<file path="config.mk">
export PLATFORM = sky130hd
export DESIGN_NAME = video_stream_switch
export DESIGN_NICKNAME = d
export VERILOG_FILES = /design/src/rtl/video_stream_switch.sv
export SDC_FILE = /design/constraint.sdc
export NUM_CORES = 1
export LEC_CHECK = 0
export ABC_CLOCK_PERIOD_IN_PS = 7400
export CAP_MARGIN = 20
export CORE_ASPECT_RATIO = 0.75
export CORE_MARGIN = 2
export CORE_UTILIZATION = 49
export CTS_CLUSTER_SIZE = 16
export DETAILED_ROUTE_END_ITERATION = 8
export PLACE_DENSITY = 0.8
export SYNTH_ARGS = -nofsm -noshare
export SYNTH_HDL_FRONTEND = slang
export SYNTH_SLANG_ARGS = --single-unit
</file>
<file path="constraint.sdc">
create_clock -name clk -period 7.4 [get_ports clk]
set_input_delay 2.22 -clock clk [delete_from_list [all_inputs] [get_ports clk]]
set_output_delay 2.22 -clock clk [all_outputs]
set_load 0.02 [all_outputs]
</file>
<file path="src/rtl/video_stream_switch.sv">
// N-channel video stream selector that only changes source on a frame boundary,
// blanks and flags no_signal when the selected source goes quiet, and counts forwarded frames.
module video_stream_switch #(
    parameter int unsigned NUM_CH     = 4,
    parameter int unsigned DATA_W     = 16,
    parameter int unsigned DEFAULT_CH = 0,
    parameter int unsigned TIMEOUT    = 2000000,
    localparam int unsigned CH_W      = $clog2(NUM_CH)
) (
    input  logic                     clk,
    input  logic                     rst,
    input  logic [NUM_CH-1:0]        in_vs,
    input  logic [NUM_CH-1:0]        in_de,
    input  logic [NUM_CH*DATA_W-1:0] in_data,
    input  logic [CH_W-1:0]          sel,
    input  logic                     sel_valid,
    output logic                     out_vs,
    output logic                     out_de,
    output logic [DATA_W-1:0]        out_data,
    output logic [CH_W-1:0]          active_ch,
    output logic                     busy,
    output logic                     no_signal,
    output logic [15:0]              frame_cnt
);

    localparam int unsigned TW = $clog2(TIMEOUT + 1);

    typedef enum logic [1:0] {
        WAIT_VS = 2'd0,
        STREAM  = 2'd1,
        LOST    = 2'd2
    } state_t;

    state_t                   state;
    logic [TW-1:0]            timer;
    logic [NUM_CH-1:0]        s1_vs;
    logic [NUM_CH-1:0]        s1_de;
    logic [NUM_CH*DATA_W-1:0] s1_data;
    logic [NUM_CH-1:0]        vs_prev;

    logic                     act_vs;
    logic                     act_de;
    logic [DATA_W-1:0]        act_data;
    logic                     rise_act;
    logic                     pass;
    logic                     do_switch;
    logic                     at_timeout;

    // Stage1 capture; vs history starts high so a source already in vsync at reset is not a frame start
    always_ff @(posedge clk or posedge rst) begin
        if (rst) begin
            s1_vs   <= '1;
            s1_de   <= '0;
            s1_data <= '0;
            vs_prev <= '1;
        end else begin
            s1_vs   <= in_vs;
            s1_de   <= in_de;
            s1_data <= in_data;
            vs_prev <= s1_vs;
        end
    end

    assign act_vs     = s1_vs[active_ch];
    assign act_de     = s1_de[active_ch];
    assign act_data   = s1_data[active_ch*DATA_W +: DATA_W];
    assign rise_act   = act_vs & ~vs_prev[active_ch];
    assign pass       = (state == STREAM) | rise_act;
    assign do_switch  = sel_valid && (32'(sel) < NUM_CH) && !((sel == active_ch) && (state == STREAM));
    assign at_timeout = (timer == TW'(TIMEOUT - 1));

    // Control FSM with registered outputs; a select request outranks a rise or timeout in the same cycle
    always_ff @(posedge clk or posedge rst) begin
        if (rst) begin
            state     <= WAIT_VS;
            timer     <= '0;
            active_ch <= CH_W'(DEFAULT_CH);
            busy      <= 1'b1;
            no_signal <= 1'b0;
            frame_cnt <= '0;
            out_vs    <= 1'b0;
            out_de    <= 1'b0;
            out_data  <= '0;
        end else if (do_switch) begin
            state     <= WAIT_VS;
            timer     <= '0;
            active_ch <= sel;
            busy      <= 1'b1;
            no_signal <= 1'b0;
            out_vs    <= 1'b0;
            out_de    <= 1'b0;
            out_data  <= '0;
        end else begin
            out_vs   <= pass & act_vs;
            out_de   <= pass & act_de;
            out_data <= (pass & act_de) ? act_data : '0;
            if (rise_act) begin
                state     <= STREAM;
                timer     <= '0;
                busy      <= 1'b0;
                no_signal <= 1'b0;
                frame_cnt <= frame_cnt + 16'd1;
            end else if (state != LOST) begin
                if (at_timeout) begin
                    state     <= LOST;
                    busy      <= 1'b0;
                    no_signal <= 1'b1;
                end else if (timer != '1) begin
                    timer <= timer + TW'(1);
                end
            end
        end
    end

endmodule
</file>
# Word level (Yosys, flattened, before mapping)
# Cells that the tools add are included.
[word_totals] wordCells=65 out_inout_bits=38 ff_bits=137
[op_classes] n_bitwise=6 n_eq_ne=6 n_shift=1 add_sub_neg=2 n_reduce_logical=9 mux=27 n_lt_le_gt_ge=1
[ops] operator="$mux W21" count=5
[ops] operator="$shiftx A64 B7 Y16" count=1
[ops] operator="$mux W16" count=2
[ops] operator="$add A21 B1 Y21 const B" count=1
[ops] operator="$eq A21 B21 Y1 const B" count=1
[ops] operator="$ne A21 B21 Y1 const B" count=1
[ops] operator="$add A16 B1 Y16 const B" count=1
[ops] operator="$mux W1" count=13
[ops] operator="$reduce_bool A3 Y1" count=3
[ops] operator="$mux W2" count=4
[ops] operator="$bmux W1 S2" count=3
[ops] operator="$reduce_and A2 Y1" count=2
[ops] operator="$and A1 B1 Y1" count=3
[ops] operator="$lt A2 B3 Y1 const B" count=1
[ops] operator="$ne A3 B3 Y1 const B" count=1
[ops] operator="$reduce_and A3 Y1" count=1
[ops] operator="$eq A2 B1 Y1 const B" count=1
[ops] operator="$eq A2 B2 Y1" count=1
[ops] operator="$logic_and A1 B1 Y1" count=2
[ops] operator="$ne A2 B2 Y1 const B" count=1
[ops] operator="$not A1 Y1" count=2
[ops] operator="$logic_not A1 Y1" count=1
[ops] operator="$or A1 B1 Y1" count=1

# Longest topological paths before layout
[depth] ltp_word=8 mapped_depth=7 depth_no_buf=6

# Worst setup path before layout
# OpenSTA, ideal clock, no wires.
[synth_path] path_kind="input port to flip-flop" from="input port sel[0]" to="register frame_cnt[14]" setup_time_ns=0.129 slack_ns=3.781 t_required_ns=7.271 arrival_ns=3.490 n_path_buf=2 cell_stages=7 path_cell_list="xor2_1 -> o31a_1 -> nor2b_1 -> clkbuf_1 -> buf_2 -> nand4_1 -> xnor2_1"
[synth_between] elab_chain_cells=6
[synth_rtl] element="start: declaration" line="15" text="input logic [CH_W-1:0] sel,"
[synth_rtl] element="$eq A2 B2 Y1" line="69" text="assign do_switch = sel_valid && (32'(sel) < NUM_CH) && !((sel == active_ch) && (state == STREAM));"
[synth_rtl] element="$logic_and A1 B1 Y1" line="69"
[synth_rtl] element="$logic_not A1 Y1" line="69"
[synth_rtl] element="$logic_and A1 B1 Y1" line="69"
[synth_rtl] element="$not A1 Y1 (no source line)"
[synth_rtl] element="$reduce_and A2 Y1 (no source line)"
[synth_rtl] element="end signal: assignment" line="102" text="frame_cnt <= frame_cnt + 16'd1;"
[synth_rtl] element="end: declaration" line="23" text="output logic [15:0] frame_cnt"
# No other way between the ends.
# A chain may end at the register's enable or synchronous reset.

# Worst setup path in the final report
[layout_path] from="register active_ch[0]" to="output port active_ch[0]"
[layout_rtl] element="start: declaration" line="20" text="output logic [CH_W-1:0] active_ch,"
[layout_rtl] element="start signal: assignment" line="77" text="active_ch <= CH_W'(DEFAULT_CH);"
[layout_rtl] element="start signal: assignment" line="87" text="active_ch <= sel;"
# No word-level cell between the ends.

==> summary.md <==
Summed over all cells, the static leakage comes to 2.91 nW. Yosys printed 0 warnings. The time the worst path needs with I/O delays and setup came out at 4040 ps. Clock latency on the worst-skew pair, taken at its later pin, is 410 ps.

The detailed-route wire length per cell was 16.4 um; the layout overhead on the synthesized area was 35.6%. The power per standard cell area came out at 265 mW/mm^2. The proportion of power drawn by the clock network is 43.1%, and the post-synthesis area per instance is 14.2 um^2.

Across all register-to-register paths, the minimum setup slack is 4970 ps. The tightest min-delay check is of the reg2reg type. By startpoint and endpoint, the worst setup path is classified as reg2out. The tools report the worst ir drop on vdd as 0.155 mV. The most common cell after layout, fill and taps aside is sky130_fd_sc_hd__dfrtp_1. The tools report the total power as 1.87 mW.

The tools report the total setup violations reported at the end of the flow as 0. Counting cells, the worst reg-to-reg path comes to 6. The congestion estimate from routability-driven global placement came to 0.752. Of the total synthesized cell area, the portion taken by AND, OR, NAND and NOR gates is 13.5%. Of the cells placed in the final design, the portion with a size suffix greater than 1 is 16.6%. The logs give 0.00519 mm^2 for the combined area of all synthesized cells and 5180 ps for the required time of the critical path. Data on the critical path arrives at its endpoint at 1820 ps. The worst setup path is launched from a register. Most used flip-flop cell after synthesis: sky130_fd_sc_hd__dfrtp_1. In the final timing run, aggregate negative setup slack is 0 ps.

By area, the combinational part of the netlist is dominated by simple AND/OR/NAND/NOR gates. The cell family contributing the most delay on the critical path is buffers and inverters. The H-tree depth is 4. Count of different cell masters after synthesis: 47. Clock transition at the registers of the reported paths: 60 ps. Entering global routing, the biggest net connects 78 pins. The number of nets in the layout is 567. The worst setup path is captured at a primary output.

Of the post-synthesis cell area, the part taken by muxes is 9.52%. The flop and latch count out of synthesis was 136. After Yosys synthesis, full adders, half adders and majority gates account for 0.482% of the synthesized area. The run gives 469 uW as the net switching power. The total number of clock tree sinks is 136, and the number of antenna violations at the first check in global routing is 0. The first global-routing pass estimated 17200 um of wire. In the global route stage, overall resource usage came out at 20.3%. The clock arrives with 7.23 ps of skew. Setup repair after global routing left no endpoint under its margin. For the aggregate global routing overflow, the log shows 0. The run finished with clean final reports. Combinational logic burns 12.5% of the power. The parity-gate share of the synthesized area counting xor and xnor cells works out to 3.54%.

The die is 123 um wide. The total via count after detailed routing is 3338, and the post-synthesis compound-gate area fraction is 5.20%. Placed wire-length estimate after detailed placement: 7090 um. The endpoint identified for the worst register-to-register timing path is timer[9]. The logs give 4 for the first-pass detailed-route iteration total and 3472 for the number of global-route vias before repair. Sequential cells were found to cover 65.8% of the synthesized design area. The critical path crosses 2 cells after its start point.

The transition time at the pin with the least slew margin was 908 ps. The maximum fanout along the worst path came out at 23. The total I/O pin count came out at 115. Max-cap violations in this run came to 0. For this configuration, the core starts out at a cell density of 50.5%. The cell count after synthesis came out at 366. Leaving out fill and tap cells, the most frequent cells in the layout are sky130_fd_sc_hd__dfrtp_1 (127), sky130_fd_sc_hd__clkdlybuf4s50_1 (114), sky130_fd_sc_hd__nor2b_1 (23), sky130_fd_sc_hd__mux4_2 (20), sky130_fd_sc_hd__clkbuf_16 (17).

Dividing the final minimum period by the clock period gives 54.6%. The run gives 32 as the number of standard-cell rows in the floorplan. In this run the tightest slew margin relative to its limit is 39.5%. Net switching is 25.1% of the power.

The internal power of the cells totals 1.40 mW. The die is 93.2 um tall. Maximum clock insertion buffer count: 2. In the post-route analysis, the smallest setup slack over all paths is 3360 ps. After clock tree synthesis, the setup repair step added 0 buffers. For this run, design rule violations remaining after detail routing come to 0. For this run, asynchronously set or reset flops after synthesis account for 100%. After detailed routing, the number of vias per cell comes to 5.24. The die covers 0.0114 mm^2. In this run, the number of DRC markers left after iteration 0 of detailed routing was 192. The count of endpoints failing hold in the final timing report is 0. Counting every net in the synthesized netlist gives 445.

The critical path contains buffers and inverters numbering 2 combined. In this run the critical register-to-register path is launched from timer[0]. For this design, the slowest cell found on the critical path is sky130_fd_sc_hd__clkdlybuf4s50_1. In this run, post-CTS repair resized a total of 0 instances.

CTS root buffer: sky130_fd_sc_hd__clkbuf_16. TritonCTS built the clock tree. The number of buffers added on ports is 114, and the highest clock frequency the design can meet is 247 MHz. The critical path starts at active_ch[0].

The core region is 0.0103 mm^2. The critical path goes through buf_4 > clkdlybuf4s50_1. Hold repair after CTS inserted 0 buffers. Counting flops with a built-in enable in the synthesized netlist gives 0. The repair_antennas step left the layout with diodes totalling 0.

Endpoint of the worst setup timing path: active_ch[0]. Per report_power, the sequential group accounts for 44.4% of the total. The run gives 10500 um as the total length of routed wires. Once detail routing completed, the nets flagged for antenna violations numbered 0. The tools report the total CTS buffers as 17. The maximum single-stage delay on the critical path came out at 710 ps. The post-placement worst setup slack is 2750 ps, and the total count of max-transition violations in the final report is 0. For the fill cell instance count of the final layout, the log shows 671.
==> layer usage <==
layer / part of all wire [%] / GRT usage (%)
met1: 41 / 25.5
met2: 50 / 31.6
met3: 8.2 / 8.84
met4: 1.0 / 6.90
met5: 0 / 0
==> synth_stat cells, drive strengths merged, types with 2 or more instances <==
cell	count	share of area, %
dfrtp	127	61
nor2b	23	2.8
mux4	20	8.7
a21oi	16	2.0
nand3	16	1.5
xnor2	16	2.7
nand2	15	1.1
nor2	13	0.94
clkbuf	10	0.72
dfstp	9	4.6
inv	9	0.65
o21ai	9	1.0
or3	9	1.1
and3	8	0.96
nand4	8	0.96
or4	8	1.3
and4	5	0.84
buf	5	0.65
o31ai	5	0.72
xor2	5	0.84
nand2b	4	0.48
mux2	3	0.65
nor4	3	0.36
and2	2	0.24
ha	2	0.48
nor3	2	0.19
or2	2	0.24
==> worst register-to-register path, delay by kind of cell (launching register included) <==
kind	cells	cell delay (ps)
compound gates	2	540
fa+ha+maj	1	200
flops	1	390
simple gates	3	1170
==> state kept, by name, summed over array words and instances (netlist names) <==
| name | flops |
|---|---|
| out_vs | 1 |
| busy | 1 |
| vs_prev | 4 |
| no_signal | 1 |
| state | 1 |
| frame_cnt | 16 |
| out_de | 1 |
| s1_de | 4 |
| active_ch | 2 |
| out_data | 16 |
| s1_vs | 4 |
| timer | 21 |
| s1_data | 64 |
==> final cells by class <==
class / count / area (um^2) / share of cell area [%]
clock buffers: 19 / 443 / 6.29
flip-flops and latches: 136 / 3410 / 48.5
multi-input cells: 206 / 1670 / 23.8
clock inverters: 13 / 131 / 1.87
inverters: 9 / 36.3 / 0.515
repair buffers: 118 / 1170 / 16.6
well taps: 136 / 170 / 2.42
==> worst min-delay path by stage <==
stage / startpoint / end / slack (ps) / cells after the start
finish: s1_vs[3] / vs_prev[3] / 370 / 0
global route: s1_vs[3] / vs_prev[3] / 370 / 0
CTS: s1_vs[3] / vs_prev[3] / 370 / 0
detailed placement: s1_vs[3] / vs_prev[3] / 360 / 0
global placement: s1_vs[1] / vs_prev[1] / 360 / 0
floorplan: s1_vs[2] / vs_prev[2] / 360 / 0
==> logic make-up after synthesis <==
kind of cell / after synthesis
flops: 136
simple gates: 121
compound gates: 38
buf+inv: 24
mux: 24
xor+xnor: 21
fa+ha+maj: 2
==> stage by stage <==
step / hold slack, ps / cell area [um^2] / cells / util (%)
floorplan: 357 / 5190 / 366 / -
global placement: 361 / 6460 / 604 / 62.8
detailed placement: 363 / 6460 / 604 / 62.8
CTS: 367 / 7030 / 636 / 68.3
global route: 373 / 7040 / 637 / 68.4
finish: 366 / 7040 / 637 / 68.4
==> power groups by stage <==
stage                     sequential, mW  combinational, mW  clock, mW
after floorplan                    0.860             0.0966          0
after global placement             0.838              0.229          0
after detailed placement           0.841              0.234          0
after CTS                          0.829              0.236      0.821
after global routing               0.836              0.252      0.853
final                              0.829              0.233      0.805
(Power assumes the default switching activity.)
